## src/rtl/reg_seq_ctrl_if.sv

```systemverilog
// reg_seq_ctrl_if -- bus bundle between the instruction sequencer, its
// instruction source, the register file and the ALU.
//
// Signal groups:
//   instruction : instr_valid, instr_ready, rs1, rs2, rd, wb_req, flag_req
//   reg file    : get_reg_en, reg1, reg2, reg_write_back, reg_write_code,
//                 data_in, flag_update, SREG_write
//   ALU         : alu_start, alu_done, alu_result, alu_flags
//
// Modports: master = sequencer side, slave = environment side.
interface reg_seq_ctrl_if #(
    parameter int WORD = 16
);
    logic            instr_valid;
    logic            instr_ready;
    logic [2:0]      rs1;
    logic [2:0]      rs2;
    logic [2:0]      rd;
    logic            wb_req;
    logic            flag_req;

    logic            get_reg_en;
    logic [2:0]      reg1;
    logic [2:0]      reg2;
    logic            reg_write_back;
    logic [2:0]      reg_write_code;
    logic [WORD-1:0] data_in;
    logic            flag_update;
    logic [WORD-1:0] SREG_write;

    logic            alu_start;
    logic            alu_done;
    logic [WORD-1:0] alu_result;
    logic [WORD-1:0] alu_flags;

    modport master (
        input  instr_valid, rs1, rs2, rd, wb_req, flag_req,
        input  alu_done, alu_result, alu_flags,
        output instr_ready, get_reg_en, reg1, reg2,
        output reg_write_back, reg_write_code, data_in, flag_update, SREG_write,
        output alu_start
    );

    modport slave (
        output instr_valid, rs1, rs2, rd, wb_req, flag_req,
        output alu_done, alu_result, alu_flags,
        input  instr_ready, get_reg_en, reg1, reg2,
        input  reg_write_back, reg_write_code, data_in, flag_update, SREG_write,
        input  alu_start
    );
endinterface

```

## src/rtl/reg_seq_ctrl.sv

```systemverilog
// reg_seq_ctrl -- sequences one instruction at a time through register read,
// ALU execution and register/status write-back. Every output is registered.
//
// Ports:
//   clk           : system clock, rising edge
//   rst           : asynchronous active-high reset
//   bus           : reg_seq_ctrl_if.master (instruction, reg file, ALU)
//   busy_o        : high in every state except IDLE
//   timeout_err_o : sticky, set when the ALU does not answer within TIMEOUT cycles
//   instr_count_o : completed instructions, wraps at 16 bits
//
// Build option: REG_SEQ_BACK2BACK_EN -- accept the next instruction during WB
// and go straight to READ.
//
// state | meaning
// IDLE  | ready for an instruction
// READ  | one-cycle register-file read of rs1/rs2
// EXEC  | ALU running, waiting for alu_done or timeout
// WB    | one-cycle register and/or status write
module reg_seq_ctrl #(
    parameter int WORD     = 16,
    parameter int SREG_IDX = 7,
    parameter int TIMEOUT  = 255
) (
    input  logic           clk,
    input  logic           rst,
    reg_seq_ctrl_if.master bus,
    output logic           busy_o,
    output logic           timeout_err_o,
    output logic [15:0]    instr_count_o
);
    // Timer holds at most TIMEOUT-1.
    localparam int TW = (TIMEOUT > 2) ? $clog2(TIMEOUT) : 1;

    typedef enum logic [1:0] {S_IDLE, S_READ, S_EXEC, S_WB} state_t;

    state_t state_q, state_d;

    logic [2:0]      rs1_q, rs1_d, rs2_q, rs2_d, rd_q, rd_d;
    logic            wb_req_q, wb_req_d, flag_req_q, flag_req_d;
    logic [TW-1:0]   tmr_q, tmr_d;
    logic [15:0]     cnt_q, cnt_d;
    logic            terr_q, terr_d;
    logic            busy_q, busy_d;
    logic            rdy_q, rdy_d;
    logic            get_en_q, get_en_d;
    logic [2:0]      reg1_q, reg1_d, reg2_q, reg2_d;
    logic            alu_start_q, alu_start_d;
    logic            wb_q, wb_d, fu_q, fu_d;
    logic [2:0]      code_q, code_d;
    logic [WORD-1:0] data_q, data_d, sreg_q, sreg_d;
    logic            accept;

    always_ff @(posedge clk or posedge rst) begin
        if (rst) begin
            state_q     <= S_IDLE;
            rs1_q       <= '0;
            rs2_q       <= '0;
            rd_q        <= '0;
            wb_req_q    <= 1'b0;
            flag_req_q  <= 1'b0;
            tmr_q       <= '0;
            cnt_q       <= '0;
            terr_q      <= 1'b0;
            busy_q      <= 1'b0;
            rdy_q       <= 1'b1;
            get_en_q    <= 1'b0;
            reg1_q      <= '0;
            reg2_q      <= '0;
            alu_start_q <= 1'b0;
            wb_q        <= 1'b0;
            fu_q        <= 1'b0;
            code_q      <= '0;
            data_q      <= '0;
            sreg_q      <= '0;
        end else begin
            state_q     <= state_d;
            rs1_q       <= rs1_d;
            rs2_q       <= rs2_d;
            rd_q        <= rd_d;
            wb_req_q    <= wb_req_d;
            flag_req_q  <= flag_req_d;
            tmr_q       <= tmr_d;
            cnt_q       <= cnt_d;
            terr_q      <= terr_d;
            busy_q      <= busy_d;
            rdy_q       <= rdy_d;
            get_en_q    <= get_en_d;
            reg1_q      <= reg1_d;
            reg2_q      <= reg2_d;
            alu_start_q <= alu_start_d;
            wb_q        <= wb_d;
            fu_q        <= fu_d;
            code_q      <= code_d;
            data_q      <= data_d;
            sreg_q      <= sreg_d;
        end
    end

    // Registered outputs are decoded from the next state so they line up
    // with the state they describe.
    always_comb begin
        state_d     = state_q;
        rs1_d       = rs1_q;
        rs2_d       = rs2_q;
        rd_d        = rd_q;
        wb_req_d    = wb_req_q;
        flag_req_d  = flag_req_q;
        tmr_d       = tmr_q;
        cnt_d       = cnt_q;
        terr_d      = terr_q;
        reg1_d      = reg1_q;
        reg2_d      = reg2_q;
        code_d      = code_q;
        data_d      = data_q;
        sreg_d      = sreg_q;
        get_en_d    = 1'b0;
        alu_start_d = 1'b0;
        wb_d        = 1'b0;
        fu_d        = 1'b0;
        accept      = 1'b0;

        case (state_q)
            S_IDLE: begin
                accept = bus.instr_valid && rdy_q;
            end
            S_READ: begin
                state_d     = S_EXEC;
                alu_start_d = 1'b1;
                tmr_d       = TW'(TIMEOUT - 1);
            end
            S_EXEC: begin
                if (bus.alu_done) begin
                    data_d = bus.alu_result;
                    sreg_d = bus.alu_flags;
                    if (wb_req_q || flag_req_q) begin
                        state_d = S_WB;
                        // A register write aimed at the status register is
                        // dropped when the flag update already covers it.
                        wb_d    = wb_req_q && !(flag_req_q && (rd_q == 3'(SREG_IDX)));
                        fu_d    = flag_req_q;
                        code_d  = rd_q;
                    end else begin
                        state_d = S_IDLE;
                        cnt_d   = cnt_q + 16'd1;
                    end
                end else if (tmr_q == '0) begin
                    state_d = S_IDLE;
                    terr_d  = 1'b1;
                end else begin
                    tmr_d = tmr_q - TW'(1);
                end
            end
            S_WB: begin
                state_d = S_IDLE;
                cnt_d   = cnt_q + 16'd1;
`ifdef REG_SEQ_BACK2BACK_EN
                accept  = bus.instr_valid && rdy_q;
`endif
            end
            default: state_d = S_IDLE;
        endcase

        if (accept) begin
            state_d    = S_READ;
            rs1_d      = bus.rs1;
            rs2_d      = bus.rs2;
            rd_d       = bus.rd;
            wb_req_d   = bus.wb_req;
            flag_req_d = bus.flag_req;
            get_en_d   = 1'b1;
            reg1_d     = bus.rs1;
            reg2_d     = bus.rs2;
        end

`ifdef REG_SEQ_BACK2BACK_EN
        rdy_d  = (state_d == S_IDLE) || (state_d == S_WB);
`else
        rdy_d  = (state_d == S_IDLE);
`endif
        busy_d = (state_d != S_IDLE);
    end

    assign bus.instr_ready    = rdy_q;
    assign bus.get_reg_en     = get_en_q;
    assign bus.reg1           = reg1_q;
    assign bus.reg2           = reg2_q;
    assign bus.reg_write_back = wb_q;
    assign bus.reg_write_code = code_q;
    assign bus.data_in        = data_q;
    assign bus.flag_update    = fu_q;
    assign bus.SREG_write     = sreg_q;
    assign bus.alu_start      = alu_start_q;
    assign busy_o             = busy_q;
    assign timeout_err_o      = terr_q;
    assign instr_count_o      = cnt_q;
endmodule

```

## src/flat_wrapper.sv

```systemverilog
// flat-port wrapper written by rule: the top's interface ports become plain ports
module reg_seq_ctrl_flat 
#(
    parameter int WORD     = 16,
    parameter int SREG_IDX = 7,
    parameter int TIMEOUT  = 255
)
  (clk, rst, busy_o, timeout_err_o, instr_count_o, bus_instr_valid, bus_rs1, bus_rs2, bus_rd, bus_wb_req, bus_flag_req, bus_alu_done, bus_alu_result, bus_alu_flags, bus_instr_ready, bus_get_reg_en, bus_reg1, bus_reg2, bus_reg_write_back, bus_reg_write_code, bus_data_in, bus_flag_update, bus_SREG_write, bus_alu_start);
  reg_seq_ctrl_if #(.WORD(WORD)) bus_i ();
  input  logic clk;
  input  logic rst;
  output logic busy_o;
  output logic timeout_err_o;
  output logic [15:0] instr_count_o;
  input wire logic [$bits(bus_i.instr_valid)-1:0] bus_instr_valid;
  input wire logic [$bits(bus_i.rs1)-1:0] bus_rs1;
  input wire logic [$bits(bus_i.rs2)-1:0] bus_rs2;
  input wire logic [$bits(bus_i.rd)-1:0] bus_rd;
  input wire logic [$bits(bus_i.wb_req)-1:0] bus_wb_req;
  input wire logic [$bits(bus_i.flag_req)-1:0] bus_flag_req;
  input wire logic [$bits(bus_i.alu_done)-1:0] bus_alu_done;
  input wire logic [$bits(bus_i.alu_result)-1:0] bus_alu_result;
  input wire logic [$bits(bus_i.alu_flags)-1:0] bus_alu_flags;
  output wire logic [$bits(bus_i.instr_ready)-1:0] bus_instr_ready;
  output wire logic [$bits(bus_i.get_reg_en)-1:0] bus_get_reg_en;
  output wire logic [$bits(bus_i.reg1)-1:0] bus_reg1;
  output wire logic [$bits(bus_i.reg2)-1:0] bus_reg2;
  output wire logic [$bits(bus_i.reg_write_back)-1:0] bus_reg_write_back;
  output wire logic [$bits(bus_i.reg_write_code)-1:0] bus_reg_write_code;
  output wire logic [$bits(bus_i.data_in)-1:0] bus_data_in;
  output wire logic [$bits(bus_i.flag_update)-1:0] bus_flag_update;
  output wire logic [$bits(bus_i.SREG_write)-1:0] bus_SREG_write;
  output wire logic [$bits(bus_i.alu_start)-1:0] bus_alu_start;
  assign bus_i.instr_valid = bus_instr_valid;
  assign bus_i.rs1 = bus_rs1;
  assign bus_i.rs2 = bus_rs2;
  assign bus_i.rd = bus_rd;
  assign bus_i.wb_req = bus_wb_req;
  assign bus_i.flag_req = bus_flag_req;
  assign bus_i.alu_done = bus_alu_done;
  assign bus_i.alu_result = bus_alu_result;
  assign bus_i.alu_flags = bus_alu_flags;
  assign bus_instr_ready = bus_i.instr_ready;
  assign bus_get_reg_en = bus_i.get_reg_en;
  assign bus_reg1 = bus_i.reg1;
  assign bus_reg2 = bus_i.reg2;
  assign bus_reg_write_back = bus_i.reg_write_back;
  assign bus_reg_write_code = bus_i.reg_write_code;
  assign bus_data_in = bus_i.data_in;
  assign bus_flag_update = bus_i.flag_update;
  assign bus_SREG_write = bus_i.SREG_write;
  assign bus_alu_start = bus_i.alu_start;
  reg_seq_ctrl #(.WORD(WORD), .SREG_IDX(SREG_IDX), .TIMEOUT(TIMEOUT)) u_core (.clk(clk), .rst(rst), .bus(bus_i), .busy_o(busy_o), .timeout_err_o(timeout_err_o), .instr_count_o(instr_count_o));
endmodule
```

## config.mk

```make
export PLATFORM = sky130hd
export DESIGN_NAME = reg_seq_ctrl_flat
export DESIGN_NICKNAME = d
export VERILOG_FILES = /design/src/rtl/reg_seq_ctrl_if.sv /design/src/rtl/reg_seq_ctrl.sv /design/src/flat_wrapper.sv
export SDC_FILE = /design/constraint.sdc
export NUM_CORES = 1
export LEC_CHECK = 0
export CORE_ASPECT_RATIO = 1.4
export CORE_MARGIN = 2
export CORE_UTILIZATION = 45
export DETAILED_ROUTE_END_ITERATION = 16
export PLACE_DENSITY = 0.83
export SYNTH_ARGS = -nofsm -noshare
export SYNTH_HDL_FRONTEND = slang
export SYNTH_SLANG_ARGS = --single-unit
export TNS_END_PERCENT = 50
```

## constraint.sdc

```tcl
create_clock -name clk -period 3.4 [get_ports clk]
set_input_delay 0.85 -clock clk [delete_from_list [all_inputs] [get_ports clk]]
set_output_delay 0.85 -clock clk [all_outputs]
set_load 0.02 [all_outputs]
```

; After elaboration in Yosys (flattened, before gate mapping)
; Index checks and enable logic that the tools add are counted.
[classes]
add_sub_neg = 2
n_eq_ne = 8
mux = 20
n_bitwise = 1
n_reduce_logical = 16
[ops]
columns = op, count
row1 = 16-bit 2-to-1 mux, 2
row2 = 16-bit one-hot mux with 2 select lines, 1
row3 = "16-bit by 1-bit adder with 16-bit output, second input constant", 1
row4 = 8-bit 2-to-1 mux, 2
row5 = 8-bit one-hot mux with 2 select lines, 1
row6 = 3-bit AND reduction, 4
row7 = 1-bit 2-to-1 mux, 9
row8 = 8-bit zero test, 1
row9 = 2-bit 2-to-1 mux, 4
row10 = "2-bit inequality test, second input constant", 4
row11 = "8-bit by 1-bit subtractor with 8-bit output, second input constant", 1
row12 = 2-bit one-hot mux with 3 select lines, 1
row13 = 2-bit nonzero test, 3
row14 = "2-bit == test, second input constant", 2
row15 = 2-bit zero test, 2
row16 = "3-bit == test, second input constant", 1
row17 = 1-bit logical AND, 3
row18 = "2-bit by 1-bit == test with 1-bit output, second input constant", 1
row19 = 2-bit AND reduction, 1
row20 = 1-bit zero test, 1
row21 = 1-bit logical OR, 1
row22 = 1-bit inverter, 1
[totals]
ff_bits = 79
input_bits = 47
out_inout_bits = 64
word_cells = 65

; Logic depth before layout (Yosys ltp)
; Gate-level depths: netlist of run 1.
[depth]
ltp_word = 7
ltp_mapped = 7
ltp_nobuf = 6

; Least setup slack after synthesis of run 1
; Ideal clock, no wire load.
[synth_timing]
path_type = input-to-reg
startpoint = input bus_alu_done
endpoint = register u_core.tmr_q[5]
arrival_time_ns = 2.099
t_required_ns = 3.268
path_slack_ns = 1.170
stages = 4
path_cell_list = or3b_4 or3_4 o31ai_2 or3b_1
[synth_via]
elab_chain_len = 2
[synth_rtl]
columns = element, line
row1 = from (decl), flat_wrapper.sv:21  ; input wire logic [$bits(bus_i.alu_done)-1:0] bus_alu_done;
row2 = 2-bit inequality test (no line), --
row3 = 3-bit AND reduction (no line), --
row4 = to (signal assigned), reg_seq_ctrl.sv:83  ; tmr_q <= tmr_d;
row5 = to (decl), reg_seq_ctrl.sv:41  ; logic [TW-1:0] tmr_q, tmr_d;
; Every way passes these cells.
; A chain may end at the register's enable or synchronous reset.

; Worst setup path after layout of run 1
; Ends and elaborated chain as after synthesis.

==> flow_metrics.tcl, run 1 <==
set metrics [dict create \
    place_area_mm2 0.00441 \
    crit_type "input port to register" \
    area_delta_synth_final_pct 45.0 \
    cts-resized-gates 0 \
    clk_pin_slew_ps 70 \
    io_pins 111 \
    die_h_um 103 \
    cts_tree "yes" \
    fin_area_mm2 0.00461 \
    synthCells 232 \
    worstReg2RegStart "u_core.state_q[0]" \
    hold_viol 0 \
    dieArea_mm2 0.00777 \
    layout_min_cycle_time_ps 2370 \
    grt_pass1_wl_mm 10.6 \
    grt_max_degree 45 \
    setup_tns_ps 0 \
    drtIter0Drc 82 \
    ir_worst_vdd_mv 0.479 \
    fin_cells 449 \
    arrival_ps 2600 \
    cts_hold_buffers 0 \
    slowest_delay_ps 440 \
    postLayoutCoreUtil_pct 66.9 \
    nets 399 \
    rows 36 \
    cts_root_buf "clkbuf_8" \
    drc_errors 0 \
    port_buffers 110 \
    synth_cell_types 43 \
    numCtsBuffers 9 \
    gp_congestion 0.785 \
    start_kind "input port" \
    grt.overflow.total 0 \
    crit_fanout 4 \
    die_w_um 75.1 \
    yosys_register_bits 79 \
    relSlewSlack_pct 56.7 \
    core_mm2 0.00689 \
    ys_warn_count 0 \
    tightest_slew_ps 643 \
    cts.sink_count 79 \
    dp.cells 433 \
    outcome "finished, final reports clean" \
    fillers 538 \
    finalSetupViolCount 0 \
    leakagePower_nw 1.93 \
    reg2reg_depth 4 \
    post_cts_buffers 0 \
    worstSkewPairLatency_ps 340 \
    synth_top_flop_cell "dfrtp_1" \
    end_kind "register" \
    synthArstFlopShare_pct 100 \
    finalClockSkew_ps 9.89 \
    hp-class "register to register" \
    rsz0062_at_grt "no" \
    worstPathCellList "clkdlybuf4s50_1 -> or3b_4 -> or3_4 -> o31ai_2 -> or3b_1" \
    routedWlPerCell_um 15.1 \
    synth_edf_count 0 \
    max-cap-violations 0 \
    grt_pass1_vias 2280 \
    antenna_cells 0 \
    max_freq_mhz 422 \
    antenna_left 0 \
    viasPerCell 4.97 \
    drive_gt1_share_pct 20.3 \
    dr.pass1.iters 4 \
    wirelength_mm 6.77 \
    vias 2230 \
    final_max_slew_viol_count 0 \
    synth_area_mm2 0.00318 \
    htree_levels 3 \
    grt_usage_pct 18.5 \
    cts_buffer_depth 2 \
    synth.avg_cell_area_um2 13.7 \
    worstPathRequired_ps 3630 \
    period_share_pct 69.8 \
    yosysSeqAreaShare_pct 62.2 \
    endpoint "u_core.tmr_q[5]" \
    p_per_area_mw_per_mm2 850 \
    start_util_pct 46.2 \
    reg2reg_to "u_core.tmr_q[5]" \
    dpl.hpwl_mm 4.94 \
    worstSetupStartpoint "bus_alu_done" \
    r2r_setup_slack_ps 1440 \
    hold_slack_ps 477 \
    critPathSlowestCell "clkdlybuf4s50_1" \
    antenna_found_initial 0 \
    synth_nets 282 \
]
-- cells in the final DEF (no fill, tap or decap), types with 2 or more instances in the layout --
cell type	n
a211oi_1	2
a21oi_1	2
a31oi_1	2
and3_1	2
buf_4	3
clkbuf_1	3
clkbuf_8	11
clkdlybuf4s50_1	110
dfrtp_1	78
ha_1	3
inv_1	6
mux2_2	47
nand2_1	10
nand2b_1	2
nand3b_1	2
nand4_1	4
nor2_1	10
nor3_1	5
nor3b_1	2
nor4_1	4
o21ai_0	4
or3_1	2
xnor2_1	10
xor2_1	6
-- critical path, delay by kind of cell --
| kind | cells | cell delay (ps) |
|---|---|---|
| and+or+nand+nor | 3 | 1100 |
| buffers and inverters | 1 | 440 |
| AOI/OAI and AO/OA | 1 | 200 |
-- cell type report --
type / instances / area [µm²] / share of cell area, %
sequential: 79 / 1980 / 42.9
multi-input combinational: 137 / 1140 / 24.7
inverter: 8 / 31.3 / 0.678
clock buffer: 14 / 163 / 3.53
tap: 95 / 119 / 2.58
clock inverter: 2 / 38.8 / 0.841
timing repair buffer: 114 / 1140 / 24.8
-- registers in the layout, summed over array words and instances (netlist names) --
signal / count
u_core.flag_req_q: 1
u_core.bus.reg_write_back: 1
u_core.busy_o: 1
u_core.state_q: 2
u_core.bus.reg2: 3
u_core.bus.instr_ready: 1
u_core.bus.data_in: 16
u_core.rd_q: 3
u_core.bus.get_reg_en: 1
u_core.bus.alu_start: 1
u_core.tmr_q: 8
u_core.timeout_err_o: 1
u_core.bus.flag_update: 1
u_core.bus.reg_write_code: 3
u_core.bus.reg1: 3
u_core.bus.SREG_write: 16
u_core.instr_count_o: 16
u_core.wb_req_q: 1
-- stage by stage --
stage	total power, mW	setup WS [ps]
2_1_floorplan	2.43	528
3_3_place_gp	3.20	676
3_5_place_dp	3.25	660
4_1_cts	3.97	1040
5_1_grt	4.15	912
6_report	3.92	1030
-- synthesized netlist by cell type, types with 2 or more instances --
| master | instances | area share (%) |
|---|---|---|
| nor3_1 | 6 | 0.94 |
| ha_1 | 3 | 1.2 |
| a31oi_1 | 2 | 0.39 |
| dfrtp_1 | 78 | 61 |
| o21ai_0 | 4 | 0.63 |
| nand3b_1 | 2 | 0.47 |
| inv_1 | 7 | 0.83 |
| a21oi_1 | 2 | 0.31 |
| nor3b_1 | 2 | 0.47 |
| a211oi_1 | 2 | 0.47 |
| nand2_1 | 10 | 1.2 |
| buf_1 | 3 | 0.35 |
| and3_1 | 2 | 0.39 |
| nand4_1 | 4 | 0.79 |
| or3_1 | 2 | 0.39 |
| mux2_2 | 47 | 17 |
| nor4_1 | 4 | 0.79 |
| buf_2 | 3 | 0.47 |
| nand2b_1 | 2 | 0.39 |
| xnor2_1 | 10 | 2.8 |
| nor2_1 | 10 | 1.2 |
| xor2_1 | 6 | 1.7 |
-- how the worst min path moves through the flow --
stage                     cells past startpoint  slack [ps]                     start                  endpoint
final                                         1         480  u_core.instr_count_o[15]  u_core.instr_count_o[15]
after global routing                          1         510  u_core.instr_count_o[12]  u_core.instr_count_o[12]
after CTS                                     1         480  u_core.instr_count_o[15]  u_core.instr_count_o[15]
after detailed placement                      1         470  u_core.instr_count_o[15]  u_core.instr_count_o[15]
after global placement                        1         470  u_core.instr_count_o[15]  u_core.instr_count_o[15]
after floorplan                               2         490           u_core.tmr_q[7]           u_core.tmr_q[7]
-- metal layers --
metal	GRT usage [%]	routed length (µm)	part of all wire, %	vias up
met5	0	0	0	-
met4	10.4	184	2.7	0
met3	4.55	364	5.4	11
met2	30.8	3650	54	72
met1	21.4	2580	38	1094
li1	-	-	-	1053
-- kinds of logic after synthesis --
family,synth area share [%]
adders and majority gates,1.18
DFF,62.2
and+or+nand+nor,9.44
xor gates and xnor gates,4.41
muxes,16.6
buffers and inverters,2.12
AOI/OAI and AO/OA,4.01
-- report_power, final --
| part | switching, mW | internal, mW | leakage [nW] |
|---|---|---|---|
| registers | 0.231 | 1.30 | 0.943 |
| clock network | 0.317 | 0.382 | 0.101 |
| logic | 0.782 | 0.906 | 0.888 |
Note: power is estimated with default switching activity, not from simulation.
==> inputs of run 2 (changes only) <==
==> constraint.sdc (replaced) <==
create_clock -name clk -period 2.4 [get_ports clk]
set_input_delay 0.6 -clock clk [delete_from_list [all_inputs] [get_ports clk]]
set_output_delay 0.6 -clock clk [all_outputs]
set_load 0.02 [all_outputs]
==> run 2 against run 1 <==
First-iteration DRC count is 28% higher; clock skew is 2.3 ps lower; design area hardly changed; combinational power is 43% higher; utilization hardly changed; die area stayed put; register-to-register slack worse by 990 ps; power is 39% higher; clock-buffer cell count is 1 lower; setup slack worse by 740 ps; via count is 0.49% higher; sequential power is 41% higher; largest power group unchanged.
==> flow_metrics.tcl, run 2 (synthesized netlist as in run 1, its figures left out) <==
set metrics [dict create \
    nets 404 \
    cts_hold_buffers 0 \
    grt_pass1_vias 2241 \
    area_delta_synth_final_pct 45.1 \
    port_buffers 110 \
    drive_gt1_share_pct 21.3 \
    drc_errors 0 \
    clk_pin_slew_ps 70 \
    grt_usage_pct 18.0 \
    antenna_found_initial 0 \
    setup_tns_ps 0 \
    routedWlPerCell_um 15.1 \
    final_common_cell "clkdlybuf4s50_1" \
    tightest_slew_ps 474 \
    final_max_slew_viol_count 0 \
    drtIter0Drc 105 \
    hp-class "register to register" \
    vias 2241 \
    crit_type "input port to register" \
    grt.overflow.total 0 \
    gp_congestion 0.809 \
    finalSetupViolCount 0 \
    grt_pass1_wl_mm 10.4 \
    numCtsBuffers 9 \
    crit_fanout 3 \
    grt_max_degree 80 \
    wirelength_mm 6.81 \
    start_kind "input port" \
    htree_levels 3 \
    cts_tree "yes" \
    end_kind "register" \
    cts_root_buf "clkbuf_8" \
    cts_buffer_depth 2 \
    antenna_left 0 \
    dpl.hpwl_mm 4.98 \
    relSlewSlack_pct 68.2 \
    hold_viol 0 \
    worstPathRequired_ps 2630 \
    cts.sink_count 79 \
    max_freq_mhz 474 \
    dr.pass1.iters 4 \
    outcome "finished, final reports clean" \
    max-cap-violations 0 \
    viasPerCell 4.96 \
    start_util_pct 46.2 \
    dieArea_mm2 0.00777 \
    arrival_ps 2340 \
    rsz0062_at_grt "no" \
    p_per_area_mw_per_mm2 1180 \
    rows 36 \
    post_cts_buffers 0 \
    period_share_pct 87.9 \
    ir_worst_vdd_mv 0.697 \
    mostFrequentLayoutCells "clkdlybuf4s50_1 (110), dfrtp_1 (78), mux2_2 (47), clkbuf_8 (11)" \
    finalClockSkew_ps 7.57 \
    fin_cells 452 \
    cts-resized-gates 0 \
    layout_min_cycle_time_ps 2110 \
    core_mm2 0.00689 \
    antenna_cells 0 \
    io_pins 111 \
    leakagePower_nw 1.94 \
    worstSkewPairLatency_ps 350 \
    dp.cells 438 \
    die_w_um 75.1 \
    die_h_um 103 \
]
## run 2: metrics by stage
stage               setup slack [ps]  total power, mW  hold WS (ps)  instance area [µm²]  utilization (%)
floorplan                        420             3.45           488                 3180                -
global placement               -34.8             4.56           464                 4450             64.6
detailed placement             -80.6             4.63           472                 4450             64.6
CTS                              305             5.50           486                 4620             67.0
global route                     264             5.75           514                 4620             67.0
finish                           290             5.44           479                 4620             67.0
## run 2: power breakdown
group	internal (mW)	switching, mW
sequential	1.85	0.323
combinational	1.30	1.12
clock	0.420	0.436
total	3.57	1.87
## run 2: path summary, 6_finish.rpt
path                            slack (ps)                startpoint                        to  cells past startpoint
worst max-delay path                   290              bus_alu_done           u_core.tmr_q[5]                      5
worst min-delay path                   480  u_core.instr_count_o[15]  u_core.instr_count_o[15]                      1
worst max register to register         450         u_core.state_q[0]           u_core.tmr_q[5]                      4
worst min register to register         480  u_core.instr_count_o[15]  u_core.instr_count_o[15]                      1
max in group asynchronous             1340                       rst    u_core.bus.instr_ready                      3
min in group asynchronous              740                       rst  u_core.instr_count_o[12]                      3
## run 2: area by class of cell
cell class | instances | area, µm²
fillers | 546 | 2280
flip-flops and latches | 79 | 1980
inverters | 8 | 33.8
well taps | 95 | 119
repair buffers | 119 | 1180
clock buffers | 13 | 159
multi-input cells | 137 | 1140
clock inverters | 1 | 5.00
## run 2: metal layers
metal,vias up,part of all wire (%),track usage [%]
li1,1063,-,-
met1,1106,40,21.7
met2,63,54,30.3
met3,9,3.9,3.88
met4,0,1.9,8.93
met5,-,0,0
## run 2: worst max-delay path: stages
cell and delay (ps):
clkdlybuf4s50_1 440, or3b_4 390, or3_4 350, o31ai_2 210
or3b_1 350
==> inputs of run 3 (changes only) <==
--- a/config.mk
+++ b/config.mk
@@ -10,6 +10,7 @@
 export CORE_UTILIZATION = 45
 export DETAILED_ROUTE_END_ITERATION = 16
 export PLACE_DENSITY = 0.83
+export SETUP_SLACK_MARGIN = 0.1
 export SYNTH_ARGS = -nofsm -noshare
 export SYNTH_HDL_FRONTEND = slang
 export SYNTH_SLANG_ARGS = --single-unit
==> results of run 3 <==
The final DEF is identical to that of run 2; final timing and power are the same.
==> RTL change 1, RTL diff (flow settings as in run 2) <==
`SREG_IDX` is set to 7 in 2 places; all go to 3.
--- a/src/rtl/reg_seq_ctrl.sv
+++ b/src/rtl/reg_seq_ctrl.sv
@@ -19,7 +19,7 @@
 // WB    | one-cycle register and/or status write
 module reg_seq_ctrl #(
     parameter int WORD     = 16,
-    parameter int SREG_IDX = 7,
+    parameter int SREG_IDX = 3,
     parameter int TIMEOUT  = 255
 ) (
     input  logic           clk,
--- a/src/flat_wrapper.sv
+++ b/src/flat_wrapper.sv
@@ -2,7 +2,7 @@
 module reg_seq_ctrl_flat 
 #(
     parameter int WORD     = 16,
-    parameter int SREG_IDX = 7,
+    parameter int SREG_IDX = 3,
     parameter int TIMEOUT  = 255
 )
   (clk, rst, busy_o, timeout_err_o, instr_count_o, bus_instr_valid, bus_rs1, bus_rs2, bus_rd, bus_wb_req, bus_flag_req, bus_alu_done, bus_alu_result, bus_alu_flags, bus_instr_ready, bus_get_reg_en, bus_reg1, bus_reg2, bus_reg_write_back, bus_reg_write_code, bus_data_in, bus_flag_update, bus_SREG_write, bus_alu_start);
Function: changed (Yosys sat finds a counterexample within 4 cycles, from zero or initial values and one cycle with rst high).
==> RTL change 1 against run 2 <==
  * Sequential cell count stayed put
  * Final area is 4.2% higher
  * Worst setup slack better by 0.014 ns
  * Routed wire length is 9.7% higher
  * Critical path type is now reg -> out
  * Area after synthesis is 4.3% higher
  * Combinational power is 5% lower
  * Critical endpoint is now instr_count_o[3]
  * Via count is 15% higher
  * Power is 4.4% higher
  * Largest cell class unchanged
  * Global-route usage is 1.6 points higher
==> RTL change 1: results (changes against run 2) <==
status complete, no violations (unchanged); min cycle time layout 2.096 ns (was 2.110 ns); Seq Cell Count 79 (unchanged); Signal buffers 117 (was 119); Post-synth top cells nand2_1, dfrtp_1, mux2_2 (was dfrtp_1, mux2_2, nand2_1, nor2_1, xnor2_1); reg-to-reg startpoint u_core.tmr_q[0] (was u_core.state_q[0]); multi-input logic area 1239 um^2 (was 1140 um^2); vias in the first global route 2,708 (was 2,241); largest net degree at the start of global routing 34 (was 80); reg-to-reg slack, setup 0.53 ns (was 0.45 ns); internal power 3656 uW (was 3567 uW); clock-cell share of area 0.05125 (was 0.03551); leakage 0.002182 uW (was 0.001937 uW); Synth area leaders dfrtp_1, nand2_1, mux2_2 (was dfrtp_1, mux2_2, xnor2_1); total power 5680 uW (was 5441 uW); Data buffer area share 0.2477 (was 0.2559); sequential share of the synthesized area 0.5964 (was 0.6220); Storage cell area 1978 um^2 (unchanged); CP startpoint u_core.instr_count_o[3] (was bus_alu_done); sequential share of power 0.386 (was 0.399); Hold Path End u_core.timeout_err_o (was u_core.instr_count_o[15]); FF-to-FF End u_core.busy_o (was u_core.tmr_q[5]); average wire per standard cell 14.28 um (was 15.06 um); CLK BUF 11 (was 13); reg2reg path depth 5 (was 4); Peak VDD IR 0.0008044 V (was 0.0006971 V); arrival time at the worst endpoint 1.50 ns (was 2.34 ns); Critical Path Fanout Max 5 (was 3); Final nets 471 (was 404); CP endpoint instr_count_o[3] (was u_core.tmr_q[5]); DR vias 2,569 (was 2,241); Fillers 561 (was 546); Non-Filler Instances 523 (was 452); skew final 0.008147 ns (was 0.007572 ns); gr usage total 0.1965 (was 0.1804); Syn Nets 354 (was 282); Area Overhead vs Synth 45.00% (was 45.12%); family with the most delay on the worst path buffers and inverters (was simple AND/OR/NAND/NOR gates); Distinct cells, synth 48 (was 43); Detailed Place HPWL 5.553 mm (was 4.977 mm); Mapped Cells 304 (was 232); share of post-route cells with drive strength above 1 0.1221 (was 0.2129); RePlAce Congestion 0.7751 (was 0.8088); placed cells 507 (was 438); Slowest Stage Delay on Critical Path 0.66 ns (was 0.44 ns)
## RTL change 1: cell count changes in the layout (fill, tap and decap cells not counted), moves of 3 or more
cell / change
buf_4: -4
nor4_1: -3
nor3_1: +8
xor2_1: +4
o21ai_0: -3
nand2_1: +94
mux2_2: -33
bufinv_16: +3
nand3_1: +5
xnor2_1: -5
## RTL change 1: cells by family (layout without fill, tap and decap cells)
family	count (synthesis)	in the layout	share of synthesized area
XOR/XNOR	15	15	0.03961
multiplexers	15	15	0.05055
AND/OR/NAND/NOR	156	156	0.2267
AO/OA/AOI/OAI	17	17	0.04527
buffers and inverters	19	141	0.03018
adder cells (fa/ha/maj)	3	3	0.01132
flip-flops	79	79	0.5964
## RTL change 1: routing by layer
layer,GRT usage,vias up,share of wire
met1,0.2320,1244,0.41
met5,0,-,0
li1,-,1238,-
met3,0.07021,7,0.066
met2,0.3350,80,0.52
met4,0.06104,0,0.011
==> RTL change 2, RTL diff (flow settings as in run 2) <==
Made on the original files. Re-encode `state_t` (4 states) as one-hot, 4 bits wide.
--- a/src/rtl/reg_seq_ctrl.sv
+++ b/src/rtl/reg_seq_ctrl.sv
@@ -32,7 +32,7 @@
     // Timer holds at most TIMEOUT-1.
     localparam int TW = (TIMEOUT > 2) ? $clog2(TIMEOUT) : 1;
 
-    typedef enum logic [1:0] {S_IDLE, S_READ, S_EXEC, S_WB} state_t;
+    typedef enum logic [3:0] {S_IDLE = 4'b0001, S_READ = 4'b0010, S_EXEC = 4'b0100, S_WB = 4'b1000} state_t;
 
     state_t state_q, state_d;
 
Formal check against the unedited RTL: same outputs for any inputs over 10 cycles, from zero or initial values and one cycle with rst high; not proved beyond that.
==> RTL change 2 against run 2 <==
  * Highest routed layer unchanged
  * Worst setup slack improved by 0.013 ns
  * Critical path type is now reg -> out
  * Routed wire length grew 14%
  * Final area up 4.6%
  * Area after synthesis up 5.0%
  * Sequential share of layout area fell by 0.83 points
  * Power shrank 2.6%
  * Sequential cell count is 2 higher
  * Final cell count up 16%
==> RTL change 2: results (changes against run 2) <==
status complete, no violations (unchanged); initial antenna violation count 0 (unchanged); reg2reg path depth 6 (was 4); skew final 0.005636 ns (was 0.007572 ns); sequential share of the synthesized area 0.6075 (was 0.6220); Max-slew headroom 0.5385 (was 0.6816); family with the most delay on the worst path buffers and inverters (was simple AND/OR/NAND/NOR gates); vias in the first global route 2,612 (was 2,241); Starting DRT DRC Count 185 (was 105); RePlAce Congestion 0.8430 (was 0.8088); Peak VDD IR 0.0007947 V (was 0.0006971 V); Max H-tree Level 3 (unchanged); Syn Nets 355 (was 282); first-pass GRT wire length 12.76 mm (was 10.45 mm); Final nets 472 (was 404); synth warn 0 (unchanged); Slowest Stage Delay on Critical Path 0.61 ns (was 0.44 ns); largest net degree at the start of global routing 82 (was 80); average wire per standard cell 14.79 um (was 15.06 um); Distinct cells, synth 39 (was 43); CP endpoint bus_instr_ready (was u_core.tmr_q[5]); FF-to-FF End u_core.busy_o (was u_core.tmr_q[5]); Synth area leaders dfrtp_1, nand2_1, mux2_2 (was dfrtp_1, mux2_2, xnor2_1); DR vias 2,645 (was 2,241); Post-synth top cells nand2_1, dfrtp_1, xnor2_1 (was dfrtp_1, mux2_2, nand2_1, nor2_1, xnor2_1); Fillers 577 (was 546); Post-CTS Resized 0 (unchanged); clk buf depth 2 (unchanged); Detailed Place HPWL 5.626 mm (was 4.977 mm); leakage 0.002173 uW (was 0.001937 uW); Critical Path Fanout Max 2 (was 3); arrival time at the worst endpoint 1.50 ns (was 2.34 ns); reg-to-reg slack, setup 0.36 ns (was 0.45 ns); CP startpoint u_core.bus.instr_ready (was bus_alu_done); commonest non-fill, non-tap cell in the layout clkdlybuf4s50_1 (unchanged); reg-to-reg startpoint u_core.tmr_q[0] (was u_core.state_q[0]); TritonCTS Buffers 9 (unchanged); share of post-route cells with drive strength above 1 0.1168 (was 0.2129); gr usage total 0.2012 (was 0.1804)
RTL change 2: changes by cell type after synthesis, moves of 5 or more:
cell,before,now
xnor2_1,10,16
nand3_1,1,7
xor2_1,6,1
mux2_2,47,15
nor2_1,10,3
nand2_1,10,104
RTL change 2: power by group:
| group | total, uW | leakage [uW] | switching [uW] | internal [uW] |
|---|---|---|---|---|
| combinational | 1980 | 0.00104 | 989 | 989 |
| sequential | 2130 | 0.00101 | 302 | 1820 |
| clock | 1200 | 0.000126 | 483 | 714 |
RTL change 2: layout make-up:
cell class | count | area (um^2) | area share
well taps | 97 | 121.4 | 0.02514
clock inverters | 6 | 105.1 | 0.02177
inverters | 7 | 30.03 | 0.006219
flip-flops and latches | 81 | 2029 | 0.4203
multi-input cells | 208 | 1246 | 0.2581
clock buffers | 10 | 137.6 | 0.02850
repair buffers | 116 | 1159 | 0.2400
RTL change 2: worst min-delay path by stage:
stage	startpoint	end	slack (ns)	depth (start not counted)
finish	u_core.bus.SREG_write[9]	u_core.bus.SREG_write[9]	0.48	2
global route	u_core.instr_count_o[15]	u_core.instr_count_o[15]	0.49	1
CTS	u_core.bus.SREG_write[9]	u_core.bus.SREG_write[9]	0.48	2
detailed placement	u_core.bus.SREG_write[11]	u_core.bus.SREG_write[11]	0.46	2
global placement	u_core.bus.data_in[14]	u_core.bus.data_in[14]	0.46	2
floorplan	u_core.tmr_q[0]	u_core.tmr_q[0]	0.47	1
RTL change 2: kinds of logic after synthesis:
| group | after synthesis | synth area share |
|---|---|---|
| AND/OR/NAND/NOR | 157 | 0.2281 |
| flip-flops | 81 | 0.6075 |
| AO/OA/AOI/OAI | 17 | 0.04082 |
| XOR/XNOR | 17 | 0.04457 |
| buffers and inverters | 17 | 0.02097 |
| multiplexers | 15 | 0.05056 |
| adder cells (fa/ha/maj) | 2 | 0.007489 |
RTL change 2: routing by layer:
metal | vias to the layer above | part of all wire | track usage
li1 | 1260 | - | -
met4 | 0 | 0.028 | 0.09610
met3 | 16 | 0.044 | 0.04244
met1 | 1300 | 0.38 | 0.2288
met5 | - | 0 | 0
met2 | 69 | 0.55 | 0.3578
RTL change 2: stage by stage:
stage                     utilization  cell area, um^2  power (uW)  setup slack, ns  std cells
after global routing           0.6643             4828        5576           0.1728        525
after CTS                      0.6643             4828        5340           0.2862        525
after global placement         0.6309             4586        4080           0.2167        509
final                          0.6643             4828        5301           0.3023        525
after detailed placement       0.6309             4586        4147           0.1784        509
after floorplan                     -             3344        3106           0.5212        306
